**config.mk**
```make
export PLATFORM = sky130hd
export DESIGN_NAME = bp_update_tracker
export DESIGN_NICKNAME = d
export VERILOG_FILES = /design/src/rtl/bp_update_tracker.sv
export SDC_FILE = /design/constraint.sdc
export NUM_CORES = 1
export LEC_CHECK = 0
export BUFFER_PORTS_ARGS = -buffer_cell sky130_fd_sc_hd__buf_2
export CAP_MARGIN = 20
export CELL_PAD_IN_SITES_DETAIL_PLACEMENT = 0
export CELL_PAD_IN_SITES_GLOBAL_PLACEMENT = 1
export CORE_AREA = 5 5 219 221
export DETAILED_ROUTE_END_ITERATION = 16
export DIE_AREA = 0 0 224 226
export HOLD_SLACK_MARGIN = 0.12
export PLACE_DENSITY = 0.86
export SETUP_SLACK_MARGIN = 0.5
export SLEW_MARGIN = 5
export SYNTH_ARGS = -nofsm -noshare
export SYNTH_HDL_FRONTEND = slang
export SYNTH_SLANG_ARGS = --single-unit
export TNS_END_PERCENT = 50
```
**constraint.sdc**
```tcl
create_clock -name clk_i -period 14.8 [get_ports clk_i]
set_clock_uncertainty 0.05 [all_clocks]
set_input_delay 2.96 -clock clk_i [delete_from_list [all_inputs] [get_ports clk_i]]
set_output_delay 2.96 -clock clk_i [all_outputs]
set_load 0.005 [all_outputs]
```
**src/rtl/bp_update_tracker.sv**
```systemverilog
// Branch-predictor update tracker. It records predicted conditional branches in program order,
// collects their resolutions and drains one predictor-update packet per cycle.
module bp_update_tracker #(
   parameter int VLEN  = 64,
   parameter int DEPTH = 8,
   parameter int IDW   = $clog2(DEPTH)
) (
   input  logic            clk_i,
   input  logic            rst_ni,
   input  logic            flush_i,
   input  logic            debug_mode_i,
   input  logic            alloc_valid_i,
   output logic            alloc_ready_o,
   input  logic [VLEN-1:0] alloc_pc_i,
   input  logic            alloc_lbp_valid_i,
   input  logic            alloc_lbp_taken_i,
   input  logic            alloc_gbp_valid_i,
   input  logic            alloc_gbp_taken_i,
   output logic [IDW-1:0]  alloc_id_o,
   input  logic            resolve_valid_i,
   input  logic [IDW-1:0]  resolve_id_i,
   input  logic            resolve_taken_i,
   input  logic            resolve_mispredict_i,
   output logic            update_valid_o,
   output logic [VLEN-1:0] update_pc_o,
   output logic            update_taken_o,
   output logic            update_lbp_valid_o,
   output logic            update_lbp_taken_o,
   output logic            update_gbp_valid_o,
   output logic            update_gbp_taken_o,
   output logic [IDW:0]    count_o
);

   logic [DEPTH-1:0] live;
   logic [DEPTH-1:0] resolved;
   logic [DEPTH-1:0] taken;
   logic [DEPTH-1:0] lbp_v;
   logic [DEPTH-1:0] lbp_t;
   logic [DEPTH-1:0] gbp_v;
   logic [DEPTH-1:0] gbp_t;
   logic [VLEN-1:0]  pc [DEPTH];

   logic [IDW:0]     head;
   logic [IDW:0]     tail;
   logic [IDW-1:0]   head_idx;
   logic [IDW-1:0]   tail_idx;
   logic [IDW-1:0]   res_off;
   logic             full;
   logic             alloc_fire;
   logic             resolve_acc;
   logic             mispredict_acc;
   logic             drain;
   logic [DEPTH-1:0] squash_mask;
   logic [DEPTH-1:0] drain_mask;
   logic [DEPTH-1:0] alloc_mask;

   assign head_idx       = head[IDW-1:0];
   assign tail_idx       = tail[IDW-1:0];
   assign full           = (head_idx == tail_idx) && (head[IDW] != tail[IDW]);
   assign alloc_ready_o  = !full && !flush_i && !(resolve_valid_i && resolve_mispredict_i);
   assign alloc_fire     = alloc_valid_i && alloc_ready_o;
   assign alloc_id_o     = tail_idx;
   assign count_o        = tail - head;
   assign resolve_acc    = resolve_valid_i && live[resolve_id_i];
   assign mispredict_acc = resolve_acc && resolve_mispredict_i;
   assign res_off        = resolve_id_i - head_idx;
   // Drain looks only at registered state, so a same-cycle resolve of the head waits one edge.
   assign drain          = live[head_idx] && resolved[head_idx];

   // Age of each slot relative to head decides which entries a mispredict squashes.
   always_comb begin
      squash_mask = '0;
      drain_mask  = '0;
      alloc_mask  = '0;
      for (int i = 0; i < DEPTH; i++) begin
         if (mispredict_acc && ((IDW'(i) - head_idx) > res_off)) begin
            squash_mask[i] = 1'b1;
         end
      end
      drain_mask[head_idx] = drain;
      alloc_mask[tail_idx] = alloc_fire;
   end

   always_ff @(posedge clk_i or negedge rst_ni) begin
      if (!rst_ni) begin
         live               <= '0;
         head               <= '0;
         tail               <= '0;
         update_valid_o     <= 1'b0;
         update_pc_o        <= '0;
         update_taken_o     <= 1'b0;
         update_lbp_valid_o <= 1'b0;
         update_lbp_taken_o <= 1'b0;
         update_gbp_valid_o <= 1'b0;
         update_gbp_taken_o <= 1'b0;
      end else if (flush_i) begin
         live           <= '0;
         head           <= '0;
         tail           <= '0;
         update_valid_o <= 1'b0;
      end else begin
         update_valid_o <= drain && !debug_mode_i;
         if (drain) begin
            update_pc_o        <= pc[head_idx];
            update_taken_o     <= taken[head_idx];
            update_lbp_valid_o <= lbp_v[head_idx];
            update_lbp_taken_o <= lbp_t[head_idx];
            update_gbp_valid_o <= gbp_v[head_idx];
            update_gbp_taken_o <= gbp_t[head_idx];
            head               <= head + (IDW+1)'(1);
         end
         if (mispredict_acc) begin
            tail <= head + {1'b0, res_off} + (IDW+1)'(1);
         end else if (alloc_fire) begin
            tail <= tail + (IDW+1)'(1);
         end
         live <= (live & ~squash_mask & ~drain_mask) | alloc_mask;
      end
   end

   // Payload needs no reset: it is only ever read while its live bit is set.
   always_ff @(posedge clk_i) begin
      if (!flush_i && resolve_acc) begin
         resolved[resolve_id_i] <= 1'b1;
         taken[resolve_id_i]    <= resolve_taken_i;
      end
      if (alloc_fire) begin
         resolved[tail_idx] <= 1'b0;
         pc[tail_idx]       <= alloc_pc_i;
         lbp_v[tail_idx]    <= alloc_lbp_valid_i;
         lbp_t[tail_idx]    <= alloc_lbp_taken_i;
         gbp_v[tail_idx]    <= alloc_gbp_valid_i;
         gbp_t[tail_idx]    <= alloc_gbp_taken_i;
      end
   end

endmodule
```
After elaboration in Yosys (flattened, before gate mapping). Memory sizes are Yosys's and may differ from the RTL's. A register that Yosys moved wholly into a read port is not among the register bits. Index checks and enable logic that the tools add are counted. Widths: inputs -> output; s select.

Flip-flop bits (word level): 70. Bits in latches: 0. Bits in writable memories: 512. ROM bits: 0. Input bits: 79. Output and inout port bits: 78. Word-level logic and storage cells: 132. Memories: 1.

$add $sub $neg: 14. Multiply operators: 0. Div/mod/pow operators: 0. Magnitude comparators: 14. Equal/unequal tests: 2. Shifts and indexed selects: 0. Multiplexer cells: 46. Bitwise operators: 11. Reductions and logical operators: 29.

Memories: pc (words 8, bits a word 64, rd ports 1, clocked after Yosys merged registers in 1, write ports 1, RTL line 41) `logic [VLEN-1:0] pc [DEPTH];`.

Operators with widths (count): $and 8x8->8 (5); $bwmux 8 (5); $bmux 1 s3 (8); $gt 3x3->1 (8); $mux 8 (3); $not 8->8 (3); $mux 1 (22); $logic_and 1x1->1 (21); $mux 4 (5); $or 8x8->8 (2); $add 4x1->4 const B (3); $lt 3x4->1 const B (3); $sub 3x3->3 const A (4); $demux 1 s3 (3); $ge 3x1->1 const B (3); $sub 1x3->3 const A (2); $sub 2x3->3 const A (2); $logic_not 1->1 (5); $add 4x3->4 (1); $sub 4x4->4 (1); $eq 3x3->1 (1); $reduce_bool 3->1 (1); $sub 3x3->3 (1); $reduce_and 2->1 (1); 3 further kinds (3).

Logic depth before layout (Yosys ltp).
Depth after elaboration: 11. Depth in mapped cells: 13.

Worst setup path before layout. Ideal clock, no wire load.

Kind: input-to-reg. Start point: input flush_i. End point: register resolved[4]. Setup time: 117 ps. Arrival time: 11255 ps. Required time: 14633 ps. Setup slack: 3378 ps. Cell stages on the path: 5. Buffers on the path: 1. Cells stage by stage: clkbuf_1 > a21oi_1 > o211ai_1 > nor4b_1 > o21ba_2.

Word-level cells in the longest chain between the ends: 5. Elaborated cells on any way between the ends: 8. Classes of those cells: mux: 2; bitwise: 1; reduce/logical: 5.

RTL lines: from (decl) (RTL line 10) `input logic flush_i,`; $logic_not 1->1 * (RTL line 60, 123); $logic_and 1x1->1 (on tied branches) (RTL line 123, 60); $mux 8 or $logic_and 1x1->1 (tied branches) (RTL line 123, 60); $and 8x8->8 (no source line) or $logic_and 1x1->1 (tied branches); $mux 8 * (RTL line 127) `if (alloc_fire) begin`; to (signal, indexed assignment) (RTL line 124) `resolved[resolve_id_i] <= 1'b1;`; to (signal, indexed assignment) (RTL line 128) `resolved[tail_idx] <= 1'b0;`; to (decl) (RTL line 35) `logic [DEPTH-1:0] resolved;`.

Every way passes the cells marked *; elsewhere a longest branch is shown, timed or not. A chain may end at the register's enable or synchronous reset.

Worst setup path after layout.
Start point: input flush_i. End point: output alloc_ready_o.

Word-level cells in the longest chain between the ends: 3.

RTL lines: $logic_not 1->1 (RTL line 60) `assign alloc_ready_o = !full && !flush_i && !(resolve_valid_i && resolve_mispredict_i);`; $logic_and 1x1->1 (2 in a row) (RTL line 60); to (decl) (RTL line 13) `output logic alloc_ready_o,`.

No other way between the ends.

==> metrics.yaml <==
synth_cell_type_count: 56
postSynthAreaPerCell_sq_um: 18.5
vias_per_cell: 6.08
grt_pass1_vias: 13900
initial_utilization_pct: 54.8
rsz0062_at_grt: "no"
rows: 79
layout-drive-gt1-share_pct: 27.1
final.setup.tns_ps: 0
grt_usage_pct: 21.9
drt-total-wl_um: 55000
holdPathStages: 1
clock_sinks: 646
reg_top3: "pc (512), update_pc_o (64)"
outcome: "finished clean"
maxSlewViolCount: 0
min_period_over_period_pct: 46.0
synth.area.top_cells: "edfxtp_1 (66%), mux4_2 (12%), dfrtp_1 (8.5%), nand2_1 (2.2%), a31oi_1 (1.7%)"
max_slew_margin_pct: 20.1
fin_nets: 1621
hpwl_um: 29400
synth-edff-count: 552
coreArea_sq_um: 46000
postCtsHoldBufs: 0
cts_buffer_depth: 3
yosys-top-cells-count: "edfxtp_1 (552), nand2_1 (151), mux4_2 (139)"
htreeDepth: 2
cp-end-kind: "output port"
max_freq_ghz: 0.147
postCtsSetupBuffers: 0
ys_ff_latch: 646
vias: 13300
ys_seq_area_share_pct: 74.9
drc_errors: 0
antenna_found_initial: 11
grt_first_pass_wirelength_um: 84100
max_cap_violations: 0
regMostFlops: "pc"
grt_max_degree: 127
synth-main-ff-cell: "edfxtp_1"
hold_viol: 0
dp_slack_ps: 7920
finalSetupViolCount: 0
clkLatencyLatePin_ps: 620
setup_slack_ps: 7990
io-pin-count: 157
die_height_um: 226
grt-ovfl-total: 0
worstSetupStartpointType: "primary input"
place_congestion: 0.805
fillCellCount: 3218
cts-root-buf: "clkbuf_16"
netlist_instances: 1363
required_ps: 11790
synth_area_sq_um: 25200
ir_worst_vdd_mv: 0.0947
numCtsBuffers: 61
hold_class: "reg -> reg"
cp.arrival_ps: 3800
cp_max_fo: 16
reg2regPathDepth: 8
syn-num-nets: 1464
largest_reg_flops: 512
multi_input_area_sq_um: 5820
yosysTopAreaCellShare_pct: 65.8
drt_pass1_iterations: 5
leakage_nw: 9.85
worst_pin_slew_ps: 1200
period_minus_slack_ps: 6810
fp.dieW_um: 224
criticalPathCategory: "in -> out"
die-area_sq_um: 50600
post_cts_resized: 0
area_growth_pct: 13.2
clk_pin_slew_ps: 60
avgRoutedWirePerCell_um: 25.2
yosysTopAreaCell: "edfxtp_1"
portBuffers: 156
ant_nets: 0
regArea_sq_um: 18900
async_flop_share_pct: 13.3
synth_most_common_cell: "edfxtp_1"
cts_tree: "yes"
drtIter0Drc: 1208
p_per_area_nw_per_um2: 127
yosys_warnings: 0
[worst max-delay path, cell delays in order]
cell and delay [ps]:
buf_2 220, a21oi_1 290, o21ai_0 160, inv_1 70, buf_2 100
[per-stage QoR]
step / instance area (sq um) / hold WS [ps] / utilization (%) / cells / total power, mW
finish: 28500 / 429 / 62.1 / 2186 / 3.63
global route: 28500 / 435 / 62.1 / 2186 / 3.75
CTS: 28500 / 419 / 62.0 / 2180 / 3.66
detailed placement: 26600 / 404 / 57.8 / 2064 / 2.15
global placement: 26600 / 403 / 57.8 / 2064 / 2.15
floorplan: 25200 / 391 / - / 1363 / 2.09
[area by class of cell]
cell class | instances | area share (%)
Timing Repair Buffer | 180 | 3.43
Antenna cell | 6 | 0.0526
Sequential cell | 646 | 66.2
Inverter | 25 | 0.329
Tap cell | 607 | 2.66
Clock buffer | 94 | 6.14
Multi-Input combinational cell | 606 | 20.4
Clock inverter | 22 | 0.728
[cells by family (layout without fill, tap and decap cells)]
kind of cell	count (synthesis)	in the layout	share of synthesized area, %
mux	145	145	12.7
simple gates	219	219	3.64
buf+inv	111	321	2.09
other cells	0	6	0
flops	646	646	74.9
compound gates	206	206	4.99
fa+ha+maj	23	23	1.22
xor+xnor	13	13	0.452
[cells in the final DEF, fill, tap and decap left out, types with 9 or more instances in the layout]
cell type / netlist / routed
dfrtp_1: 86 / 83
clkbuf_1: 41 / 24
a31oi_1: 70 / 70
nand3_1: 16 / 16
buf_2: 24 / 155
mux4_2: 139 / 139
edfxtp_1: 552 / 552
nand2_1: 151 / 151
xnor2_1: 9 / 9
clkbuf_16: 0 / 62
o21ai_0: 9 / 9
inv_1: 24 / 19
nor2_1: 24 / 23
buf_4: 3 / 23
ha_1: 19 / 19
a21oi_1: 83 / 83
[power breakdown]
| part | leakage [nW] | internal (mW) | switching [mW] | total [mW] |
|---|---|---|---|---|
| Clock | 0.952 | 0.866 | 0.650 | 1.52 |
| Sequential | 6.23 | 2.00 | 0.0114 | 2.01 |
| Combinational | 2.67 | 0.0353 | 0.0644 | 0.0998 |
| Total | 9.85 | 2.90 | 0.726 | 3.63 |
[final timing paths]
kind / slack, ps / start / endpoint
worst max-delay path: 7990 / flush_i / alloc_ready_o
worst min-delay path: 430 / resolved[5] / resolved[5]
worst max register to register: 10520 / head[1] / pc[2][56]
worst min register to register: 430 / resolved[5] / resolved[5]
max in group asynchronous: 11270 / rst_ni / head[1]
min in group asynchronous: 2210 / rst_ni / update_pc_o[41]
[routing by layer]
layer	GRT usage, %	part of all wire (%)	vias to the layer above
met3	3.94	5.8	107
met5	0	0.10	-
li1	-	-	5745
met2	36.1	51	439
met4	8.06	2.9	10
met1	29.8	40	6998
Power figures use the tool's default switching activity.
